## config.mk

```make
export PLATFORM = sky130hd
export DESIGN_NAME = dbus_access_ctrl
export DESIGN_NICKNAME = d
export VERILOG_FILES = /design/src/rtl/dbus_access_ctrl_pkg.sv /design/src/rtl/dbus_access_ctrl_load_extract.sv /design/src/rtl/dbus_access_ctrl.sv
export SDC_FILE = /design/constraint.sdc
export NUM_CORES = 1
export LEC_CHECK = 0
export ABC_AREA = 1
export ABC_CLOCK_PERIOD_IN_PS = 9000
export CAP_MARGIN = 20
export CORE_UTILIZATION = 40
export CTS_BUF_LIST = sky130_fd_sc_hd__clkbuf_16
export CTS_CLUSTER_DIAMETER = 150
export DETAILED_ROUTE_END_ITERATION = 8
export PLACE_DENSITY_LB_ADDON = 0.2
export SETUP_SLACK_MARGIN = 0.05
export SLEW_MARGIN = 20
export SYNTH_ARGS = -nofsm -noshare
export SYNTH_HDL_FRONTEND = slang
export SYNTH_SLANG_ARGS = --single-unit
export TNS_END_PERCENT = 1
```

## constraint.sdc

```tcl
create_clock -name clk -period 9 [get_ports clk]
set_input_delay 1.8 -clock clk [delete_from_list [all_inputs] [get_ports clk]]
set_output_delay 1.8 -clock clk [all_outputs]
set_load 0.005 [all_outputs]
```

## src/rtl/dbus_access_ctrl_pkg.sv

```systemverilog
// Shared types for the data-bus access sequencer.
// Access sizes, bus word types and the sequencer state encoding.
package dbus_access_ctrl_pkg;

   typedef logic [31:0] word_t;
   typedef logic [3:0]  strobe_t;
   typedef logic [1:0]  u2;

   typedef enum logic [1:0] {
      MSIZE1 = 2'd0,
      MSIZE2 = 2'd1,
      MSIZE4 = 2'd2
   } msize_t;

   typedef enum logic [1:0] {
      S_IDLE,
      S_ADDR,
      S_DATA,
      S_DONE
   } dbus_state_t;

   function automatic logic is_misaligned(input u2 size, input u2 lo);
      logic bad;
      bad = 1'b0;
      unique case (size)
         2'd0: bad = 1'b0;
         2'd1: bad = lo[0];
         2'd2: bad = (lo != 2'b00);
         default: bad = 1'b1;
      endcase
      return bad;
   endfunction

endpackage

```

## src/rtl/dbus_access_ctrl_load_extract.sv

```systemverilog
// Load data extraction: shift the addressed bytes down to lane 0,
// then sign- or zero-extend them to a full word.
module load_extract
   import dbus_access_ctrl_pkg::*;
(
   input  logic [31:0] raw_i,
   input  logic [1:0]  addr_i,
   input  logic [1:0]  msize_i,
   input  logic        unsigned_i,
   output logic [31:0] data_o
);

   word_t shifted;

   assign shifted = raw_i >> {addr_i, 3'b000};

   always_comb begin
      data_o = shifted;
      unique case (msize_i)
         2'd0: data_o = {{24{~unsigned_i & shifted[7]}}, shifted[7:0]};
         2'd1: data_o = {{16{~unsigned_i & shifted[15]}}, shifted[15:0]};
         default: data_o = shifted;
      endcase
   end

endmodule

```

## src/rtl/dbus_access_ctrl.sv

```systemverilog
// Memory-stage sequencer for the data bus: one access in flight,
// alignment check, lane placement and the addr_ok/data_ok handshake.
module dbus_access_ctrl
   import dbus_access_ctrl_pkg::*;
#(
   parameter int ALIGN_CHECK = 1
) (
   input  logic        clk,
   input  logic        reset,
   input  logic        req_valid,
   input  logic        req_write,
   input  logic [31:0] req_addr,
   input  logic [1:0]  req_msize,
   input  logic        req_unsigned,
   input  logic [31:0] req_wdata,
   input  logic        flush,
   output logic        dreq_valid,
   output logic [31:0] dreq_addr,
   output logic [1:0]  dreq_size,
   output logic [3:0]  dreq_strobe,
   output logic [31:0] dreq_data,
   input  logic        dresp_addr_ok,
   input  logic        dresp_data_ok,
   input  logic [31:0] dresp_data,
   output logic        stall,
   output logic        done,
   output logic [31:0] rdata,
   output logic        misalign
);

   dbus_state_t state_q, state_d;
   logic        kill_q, kill_d;
   logic        valid_q, valid_d;
   word_t       addr_q;
   u2           size_q;
   strobe_t     strobe_q;
   word_t       data_q;
   logic        write_q;
   logic        uns_q;
   word_t       rdata_q;

   logic        accept;
   logic        complete;
   logic        killed;
   word_t       lane_data;
   strobe_t     lane_strobe;
   word_t       ext_data;

   assign misalign = (ALIGN_CHECK != 0) && req_valid
                   && is_misaligned(req_msize, req_addr[1:0]);

   assign accept = (state_q == S_IDLE) && req_valid
                 && !misalign && !flush;

   assign complete = ((state_q == S_ADDR) && dresp_addr_ok && dresp_data_ok)
                   || ((state_q == S_DATA) && dresp_data_ok);

   // A flush arriving in the completing cycle squashes the access too.
   assign killed = kill_q || flush;

   always_comb begin
      lane_data   = req_wdata;
      lane_strobe = 4'b1111;
      unique case (req_msize)
         2'd0: begin
            lane_data   = {24'b0, req_wdata[7:0]} << {req_addr[1:0], 3'b000};
            lane_strobe = 4'b0001 << req_addr[1:0];
         end
         2'd1: begin
            lane_data   = {16'b0, req_wdata[15:0]} << {req_addr[1], 4'b0000};
            lane_strobe = req_addr[1] ? 4'b1100 : 4'b0011;
         end
         default: begin
            lane_data   = req_wdata;
            lane_strobe = 4'b1111;
         end
      endcase
   end

   always_comb begin
      state_d = state_q;
      kill_d  = kill_q;
      valid_d = valid_q;
      stall   = 1'b0;
      unique case (state_q)
         S_IDLE: begin
            if (accept) begin
               stall   = 1'b1;
               valid_d = 1'b1;
               kill_d  = 1'b0;
               state_d = S_ADDR;
            end
         end
         S_ADDR: begin
            stall = 1'b1;
            if (flush) kill_d = 1'b1;
            if (dresp_addr_ok) begin
               valid_d = 1'b0;
               if (dresp_data_ok) begin
                  state_d = killed ? S_IDLE : S_DONE;
                  kill_d  = 1'b0;
               end else begin
                  state_d = S_DATA;
               end
            end
         end
         S_DATA: begin
            stall = 1'b1;
            if (flush) kill_d = 1'b1;
            if (dresp_data_ok) begin
               state_d = killed ? S_IDLE : S_DONE;
               kill_d  = 1'b0;
            end
         end
         S_DONE: begin
            state_d = S_IDLE;
         end
         default: begin
            state_d = S_IDLE;
         end
      endcase
   end

   always_ff @(posedge clk or posedge reset) begin
      if (reset) begin
         state_q <= S_IDLE;
         kill_q  <= 1'b0;
         valid_q <= 1'b0;
      end else begin
         state_q <= state_d;
         kill_q  <= kill_d;
         valid_q <= valid_d;
      end
   end

   always_ff @(posedge clk or posedge reset) begin
      if (reset) begin
         addr_q   <= '0;
         size_q   <= '0;
         strobe_q <= '0;
         data_q   <= '0;
         write_q  <= 1'b0;
         uns_q    <= 1'b0;
      end else if (accept) begin
         addr_q   <= req_addr;
         size_q   <= req_msize;
         strobe_q <= req_write ? lane_strobe : 4'b0000;
         data_q   <= req_write ? lane_data : 32'b0;
         write_q  <= req_write;
         uns_q    <= req_unsigned;
      end
   end

   load_extract u_extract (
      .raw_i      (dresp_data),
      .addr_i     (addr_q[1:0]),
      .msize_i    (size_q),
      .unsigned_i (uns_q),
      .data_o     (ext_data)
   );

   // Only retiring loads refresh rdata; stores and squashed loads keep it.
   always_ff @(posedge clk or posedge reset) begin
      if (reset) begin
         rdata_q <= '0;
      end else if (complete && !killed && !write_q) begin
         rdata_q <= ext_data;
      end
   end

   assign dreq_valid  = valid_q;
   assign dreq_addr   = addr_q;
   assign dreq_size   = size_q;
   assign dreq_strobe = strobe_q;
   assign dreq_data   = data_q;
   assign done        = (state_q == S_DONE);
   assign rdata       = rdata_q;

endmodule

```

==> results.yml, run 1 <==
sta:
  slew_violations: 0
  max_freq_mhz: 179
  setup_viol: 0
  setup_slack_ns: 3.42
  timing.final.hold_violations: 0
  skew_ns: 0.00443
  fin_crit_sh_pct: 62.0
  max_slew_margin_pct: 37.9
  fin_tns_setup_ns: 0
  timing.hold.ws_ns: 0.480
  period_needed_ns: 5.58
  worstMarginPinSlew_ns: 0.930
  rsz0062_at_grt: "false"
final_layout:
  fin_nets: 1093
  final_area_um2: 8150
  n_antenna_cell: 0
  drive_above_1_share_pct: 5.27
  area_delta_synth_final_pct: 42.0
floorplanning:
  die_x_um: 122
  num_rows: 43
  boundaryPins: 212
  dieHeight_um: 122
  design.core.area_um2: 13900
  initial_core_util_pct: 41.2
  dieArea_um2: 14800
placement:
  portBuffers: 211
  place.gp.congestion: 0.903
  detailed_place_hpwl_um: 11800
  post-place-ws_ns: 3.42
  placed_area_um2: 7830
clock_network:
  cts.repair.resized: 0
  htreeDepth: 3
  clk_latency_ns: 0.35
  cts_root_buf: "clkbuf_16"
  cts_hold_buf: 0
  path_clk_slew_ns: 0.07
  cts_buffers: 9
  cts_tree: "yes"
  cts_setup_buffers: 0
  cts_num_sinks: 108
  clk_path_buf_depth: 2
global_route:
  grt_max_degree: 84
  antenna_found_initial: 0
  grt_pass1_vias: 5350
  grt_use_total_pct: 23.3
  grt_pass1_wl_um: 26800
  gr-total-overflow: 0
drt:
  wl_met1_um: 7420
  drc: 0
  vias_per_cell: 4.75
  ant_nets: 0
  highest_layer: "met4"
  drtPass1Iterations: 5
  wl_per_cell_um: 14.4
  vias: 5540
  wl_met3_um: 1300
  drt_wl_total_um: 16800
  wl_met2_um: 7880
  drtIter0Drc: 382
yosys:
  synth.distinct_cells: 26
  syn_avg_cell_area_um2: 7.20
  yosysWarnings: 0
  postSynthCellCount: 798
  syn-cell-area_um2: 5740
  syn_nets: 909
  yosysSeqAreaShare_pct: 47.1
  synth-seq-cells: 108
pwr:
  ir_worst_vdd_mv: 0.134
  p_per_area_nw_per_um2: 288
  power.leakage_uw: 0.00416
worst_setup_path:
  start_kind: "primary input"
  worstSetupPathType: "in -> out"
  cp.arrival_ns: 3.78
  required_ns: 7.20
  end_kind: "primary output"
  path_max_fanout: 20
hold_path:
  hold_class: "reg -> reg"
job:
  maxCapViolCount: 0
run_status:
  status: "complete, no violations"
cell usage after synthesis, drive strengths merged:
cell | instances | area [um2]
a21oi | 5 | 28.8
buf | 35 | 255
clkbuf | 5 | 18.8
clkinv | 2 | 10.0
dfrtp | 108 | 2700
ha | 5 | 62.6
inv | 62 | 233
nand2 | 399 | 1510
nand3 | 81 | 425
nand3b | 1 | 7.51
nand4 | 8 | 50.1
nor2 | 43 | 184
nor3 | 1 | 5.00
o21ai | 19 | 95.1
o21bai | 1 | 11.3
or2 | 23 | 144
final timing paths:
| path | startpoint | end | slack, ns | cells after the start |
|---|---|---|---|---|
| min in group asynchronous | reset | dreq_addr[22]$_DFFE_PP0P_ | 1.88 | 2 |
| max | req_msize[1] | stall | 3.42 | 7 |
| max in group asynchronous | reset | dreq_data[8]$_DFFE_PP0P_ | 5.92 | 3 |
| max reg2reg | state_q[0]$_DFFE_PP0P_ | dreq_addr[11]$_DFFE_PP0P_ | 6.25 | 9 |
| min | rdata[6]$_DFFE_PP0P_ | rdata[6]$_DFFE_PP0P_ | 0.48 | 2 |
| min reg2reg | rdata[6]$_DFFE_PP0P_ | rdata[6]$_DFFE_PP0P_ | 0.48 | 2 |
where the power goes:
part	internal (uW)	leakage (uW)	switching, uW
Combinational	586	0.00264	481
Sequential	695	0.00136	156
Clock	246	0.000156	187
Total	1530	0.00416	824
worst max-delay path, cell delays in order:
cell             delay, ns
clkdlybuf4s50_1       0.79
inv_1                 0.30
nand2_1               0.09
nand2_2               0.12
nand2_4               0.05
a21oi_1               0.12
clkdlybuf4s50_1       0.51
area by class of cell:
class	instances	area [um2]
flip-flops and latches	108	2700
multi-input cells	586	2530
well taps	180	225
fillers	1281	5780
repair buffers	213	2130
clock buffers	9	225
inverters	64	245
clock inverters	7	98.8
sequential cells by signal, indices dropped and copies added (netlist names):
register and flops:
state_q 2, dreq_strobe 4, dreq_addr 32, dreq_data 32, write_q 1, dreq_size 2
kill_q 1, uns_q 1, rdata 32, dreq_valid 1
metal layers:
metal	global-route usage, %	up-vias
li1	-	2808
met1	30.3	2523
met2	37.9	192
met3	6.04	17
met4	6.79	0
met5	0	-
placed cells by master (no fill, tap or decap), types with 4 or more instances in the layout:
cell type	count
inv_2	4
nand4_1	8
clkdlybuf4s50_1	211
nand2_2	4
a21oi_1	4
clkbuf_16	9
nand3_2	4
nor2_1	40
inv_1	57
or2_1	10
nand2_1	394
nand3_1	77
o21ai_1	5
ha_1	5
dfrtp_1	108
or2_2	13
o21ai_0	14
cell families (layout without fill, tap and decap cells):
group | after synthesis | in the layout | share of synthesized area, %
AOI/OAI and AO/OA | 25 | 25 | 2.35
adders and majority gates | 5 | 5 | 1.09
buffers and inverters | 104 | 293 | 9.00
DFF | 108 | 108 | 47.1
and+or+nand+nor | 556 | 556 | 40.5
metrics by stage:
stage | power [uW] | util [%] | instances
after floorplan | 1350 | - | 798
after global placement | 1920 | 56.2 | 1151
after detailed placement | 1930 | 56.2 | 1151
after CTS | 2380 | 58.5 | 1167
after global routing | 2540 | 58.5 | 1167
final | 2350 | 58.5 | 1167
Power figures use the tool's default switching activity.
==> run 2: changes to the inputs <==
--- a/config.mk
+++ b/config.mk
@@ -6,7 +6,7 @@
 export NUM_CORES = 1
 export LEC_CHECK = 0
 export ABC_AREA = 1
-export ABC_CLOCK_PERIOD_IN_PS = 9000
+export ABC_CLOCK_PERIOD_IN_PS = 5770
 export CAP_MARGIN = 20
 export CORE_UTILIZATION = 40
 export CTS_BUF_LIST = sky130_fd_sc_hd__clkbuf_16
==> constraint.sdc (replaced) <==
create_clock -name clk -period 5.77 [get_ports clk]
set_input_delay 1.154 -clock clk [delete_from_list [all_inputs] [get_ports clk]]
set_output_delay 1.154 -clock clk [all_outputs]
set_load 0.005 [all_outputs]
==> run 2 against run 1 <==
Sequential share of layout area grew 0.22 points. Worst setup slack lost 1.9 ns. Die area is the same. Critical endpoint is now misalign. Cell count is essentially flat. Largest cell class unchanged. Cell area shrank 0.66%. Clock-buffer cell count is the same.
==> results.yml, run 2 (same netlist as run 1, synthesis figures left out) <==
worst_setup_path:
  worstSetupPathType: "in -> out"
  r2r_setup_slack_ns: 3.06
  cp.arrival_ns: 3.07
  crit_start: "req_addr[0]"
  critPathMostFrequentCell: "clkdlybuf4s50_1"
  worstReg2RegStart: "state_q[0]$_DFFE_PP0P_"
  end_kind: "primary output"
  required_ns: 4.62
  path_max_fanout: 19
  slowest_delay_ns: 0.91
  start_kind: "primary input"
  cp_slowest_cell: "clkdlybuf4s50_1"
  crit_chain: "clkdlybuf4s50_1 > clkinv_2 > nand3_2 > nand2_2 > nor2_1 > clkdlybuf4s50_1"
pwr:
  p_seq_share_pct: 37.4
  p_sw_uw: 1270
  p_int_uw: 2290
  ir_worst_vdd_mv: 0.193
  p_per_area_nw_per_um2: 439
  p_comb_share_pct: 46.7
  p_sw_share_pct: 35.7
  clkPwrFrac_pct: 15.9
  power.leakage_uw: 0.00415
final_layout:
  final_common_cell: "nand2_1"
  final-instance-count-excl-fill: 1168
  multi_input_area_um2: 2530
  layout_common_cells: "394 x nand2_1, 211 x clkdlybuf4s50_1, 108 x dfrtp_1"
  n_antenna_cell: 0
  fillCellCount: 1333
  seqCellArea_um2: 2700
  fin_nets: 1094
  drive_above_1_share_pct: 5.06
  final_area_um2: 8100
  area_delta_synth_final_pct: 41.0
placement:
  detailed_place_hpwl_um: 11900
  place.gp.congestion: 0.893
  placed_area_um2: 7840
  dp_cells: 1152
  portBuffers: 211
clock_network:
  clk_path_buf_depth: 2
  htreeDepth: 3
  cts_num_sinks: 108
  path_clk_slew_ns: 0.06
  cts_setup_buffers: 0
  cts_tree: "yes"
  cts.repair.resized: 0
  cts_buffers: 9
  cts_hold_buf: 0
  clk_latency_ns: 0.34
  cts_root_buf: "clkbuf_16"
hold_path:
  hold_class: "reg -> reg"
  min_from: "dreq_addr[31]$_DFFE_PP0P_"
sta:
  setup_viol: 0
  max_freq_mhz: 237
  timing.final.hold_violations: 0
  worstMarginPinSlew_ns: 0.953
  skew_ns: 0.00725
  fin_crit_sh_pct: 73.1
  max_slew_margin_pct: 36.5
  rsz0062_at_grt: "false"
  fin_tns_setup_ns: 0
  period_needed_ns: 4.22
  slew_violations: 0
global_route:
  grt_pass1_wl_um: 26800
  antenna_found_initial: 0
  gr-total-overflow: 0
  grt_max_degree: 84
  grt_use_total_pct: 23.2
  grt_pass1_vias: 5292
floorplanning:
  initial_core_util_pct: 41.2
  boundaryPins: 212
  num_rows: 43
  dieHeight_um: 122
  design.core.area_um2: 13900
  die_x_um: 122
  dieArea_um2: 14800
run_status:
  status: "complete, no violations"
drt:
  vias_per_cell: 4.74
  ant_nets: 0
  wl_per_cell_um: 14.4
  vias: 5539
  drtPass1Iterations: 7
  drtIter0Drc: 432
  drt_wl_total_um: 16800
  drc: 0
job:
  maxCapViolCount: 0
[run 2: per-stage QoR]
stage                     setup WS, ns  utilization (%)  power [uW]  hold slack (ns)
after floorplan                   1.77                -        2110            0.442
after global placement            1.48             56.2        2990            0.463
after detailed placement          1.41             56.2        3000            0.464
after CTS                         1.56             58.1        3590            0.482
after global routing              1.47             58.1        3850            0.497
final                             1.55             58.1        3560            0.478
[run 2: worst max-delay path: cells and delay by family]
family        cells  cell delay (ns)
buf+inv           3             1.61
simple gates      3             0.31
[run 2: cell type report]
type / count / area share, %
clock buffers: 9 / 2.78
clock inverters: 7 / 0.463
inverters: 64 / 3.03
multi-input cells: 586 / 31.2
flip-flops and latches: 108 / 33.4
well taps: 180 / 2.78
repair buffers: 214 / 26.4
[run 2: power by group through the flow]
stage	Combinational [uW]	Clock [uW]	Sequential [uW]
floorplan	822	0	1290
global placement	1650	0	1340
detailed placement	1670	0	1330
CTS	1670	578	1330
global route	1860	612	1380
finish	1660	565	1330
[run 2: routing by layer]
| metal | routed length, um | global-route usage, % | vias to the layer above |
|---|---|---|---|
| met3 | 1440 | 7.21 | 13 |
| li1 | - | - | 2809 |
| met4 | 157 | 5.17 | 0 |
| met5 | 0 | 0 | - |
| met2 | 7850 | 36.8 | 192 |
| met1 | 7330 | 30.9 | 2525 |
[run 2: worst paths after layout]
kind | endpoint | depth (start not counted)
setup / recovery | misalign | 6
hold / removal | dreq_addr[31]$_DFFE_PP0P_ | 2
setup reg to reg | dreq_addr[26]$_DFFE_PP0P_ | 9
hold reg to reg | dreq_addr[31]$_DFFE_PP0P_ | 2
max in group asynchronous | dreq_addr[21]$_DFFE_PP0P_ | 3
min in group asynchronous | rdata[30]$_DFFE_PP0P_ | 2
==> run 3: changes to the inputs <==
--- a/config.mk
+++ b/config.mk
@@ -6,7 +6,7 @@
 export NUM_CORES = 1
 export LEC_CHECK = 0
 export ABC_AREA = 1
-export ABC_CLOCK_PERIOD_IN_PS = 5770
+export ABC_CLOCK_PERIOD_IN_PS = 4330
 export CAP_MARGIN = 20
 export CORE_UTILIZATION = 40
 export CTS_BUF_LIST = sky130_fd_sc_hd__clkbuf_16
==> constraint.sdc (replaced) <==
create_clock -name clk -period 4.33 [get_ports clk]
set_input_delay 0.866 -clock clk [delete_from_list [all_inputs] [get_ports clk]]
set_output_delay 0.866 -clock clk [all_outputs]
set_load 0.005 [all_outputs]
==> run 3 against run 2 <==
Clock-buffer cell count unchanged. Wire length shrank 1.8%. Worst hold slack about the same. Via count grew 1.5%. Largest cell class unchanged.
==> results.yml, run 3 (same netlist as run 1, synthesis figures left out) <==
run_status:
  status: "complete, no violations"
job:
  maxCapViolCount: 0
clock_network:
  path_clk_slew_ns: 0.07
  cts_root_buf: "clkbuf_16"
  cts_hold_buf: 0
  cts_buffers: 9
  htreeDepth: 3
  clk_latency_ns: 0.35
  clk_path_buf_depth: 2
  cts.repair.resized: 0
  cts_setup_buffers: 0
  cts_tree: "yes"
  cts_num_sinks: 108
worst_setup_path:
  worstReg2RegStart: "state_q[1]$_DFFE_PP0P_"
  start_kind: "primary input"
  cp.arrival_ns: 2.66
  r2r_end: "rdata[25]$_DFFE_PP0P_"
  r2r_cells: 9
  end_kind: "primary output"
  worstSetupPathType: "in -> out"
  required_ns: 3.46
  r2r_setup_slack_ns: 1.94
  path_max_fanout: 13
sta:
  setup_viol: 0
  max_slew_margin_pct: 50.3
  slew_violations: 0
  timing.hold.ws_ns: 0.478
  timing.final.hold_violations: 0
  max_freq_mhz: 284
  skew_ns: 0.0109
  rsz0062_at_grt: "false"
  fin_crit_sh_pct: 81.4
  period_needed_ns: 3.53
  worstMarginPinSlew_ns: 0.743
  fin_tns_setup_ns: 0
pwr:
  total_power_uw: 4790
  power.leakage_uw: 0.00418
  ir_worst_vdd_mv: 0.253
  p_per_area_nw_per_um2: 586
global_route:
  gr-total-overflow: 0
  grt_pass1_vias: 5329
  grt_use_total_pct: 23.0
  grt_max_degree: 62
  antenna_found_initial: 0
  grt_pass1_wl_um: 26400
final_layout:
  n_antenna_cell: 0
  fin_nets: 1098
  layout_common_cells: "394 x nand2_1, 211 x clkdlybuf4s50_1, 108 x dfrtp_1"
  fin_util_pct: 58.6
  area_delta_synth_final_pct: 42.2
  drive_above_1_share_pct: 5.44
  final_common_cell: "nand2_1"
placement:
  detailed_place_hpwl_um: 11800
  portBuffers: 211
  place.gp.congestion: 0.897
floorplanning:
  dieArea_um2: 14800
  initial_core_util_pct: 41.2
  design.core.area_um2: 13900
  dieHeight_um: 122
  boundaryPins: 212
  num_rows: 43
  die_x_um: 122
drt:
  vias_per_cell: 4.80
  drc: 0
  drtIter0Drc: 502
  ant_nets: 0
  wl_per_cell_um: 14.1
  vias: 5621
  drtPass1Iterations: 5
  drt_wl_total_um: 16500
hold_path:
  hold_path_end: "dreq_addr[16]$_DFFE_PP0P_"
  min_from: "dreq_addr[16]$_DFFE_PP0P_"
  worstHoldPathCells: 2
  hold_class: "reg -> reg"
==> run 3: worst max-delay path, stage by stage <==
cell and delay, ns:
clkdlybuf4s50_1 0.68, clkinv_2 0.27, nand3_2 0.14, nand2_2 0.08
nor2_1 0.10, clkdlybuf4s50_1 0.51
==> run 3: report_power, final <==
part / leakage (uW) / switching, uW / internal (uW) / total, uW
Combinational: 0.00267 / 1030 / 1220 / 2250
Clock: 0.000149 / 366 / 442 / 808
Sequential: 0.00136 / 283 / 1450 / 1730
Total: 0.00418 / 1670 / 3110 / 4790
==> run 3: metrics by stage <==
| step | cells | area (um2) | worst slack, ns |
|---|---|---|---|
| after global routing | 1172 | 8160 | 0.692 |
| after CTS | 1172 | 8160 | 0.817 |
| after floorplan | 798 | 5740 | 0.618 |
| after global placement | 1156 | 7880 | 0.865 |
| after detailed placement | 1156 | 7880 | 0.824 |
| final | 1172 | 8160 | 0.804 |
==> run 3: layer usage <==
| metal | vias up | global-route usage (%) | share of wire, % |
|---|---|---|---|
| li1 | 2827 | - | - |
| met1 | 2561 | 30.3 | 44 |
| met2 | 209 | 35.7 | 45 |
| met3 | 24 | 6.93 | 9.0 |
| met4 | 0 | 8.41 | 2.2 |
| met5 | - | 0 | 0 |
==> run 3: worst max-delay path by stage <==
| stage | start | endpoint | slack [ns] | cells past startpoint |
|---|---|---|---|---|
| 2_1_floorplan | reset | dreq_addr[0]$_DFFE_PP0P_ | 0.62 | 1 |
| 3_5_place_dp | req_addr[1] | misalign | 0.82 | 6 |
| 3_3_place_gp | req_addr[1] | misalign | 0.86 | 6 |
| 5_1_grt | req_addr[1] | misalign | 0.69 | 6 |
| 6_report | req_addr[1] | misalign | 0.80 | 6 |
| 4_1_cts | req_addr[1] | misalign | 0.82 | 6 |
==> run 3: area by class of cell <==
class | instances | area (um2)
fill | 1327 | 5770
sequential | 108 | 2700
multi-input combinational | 586 | 2530
timing repair buffer | 218 | 2180
inverter | 64 | 245
clock buffer | 9 | 225
tap | 180 | 225
clock inverter | 7 | 60.1
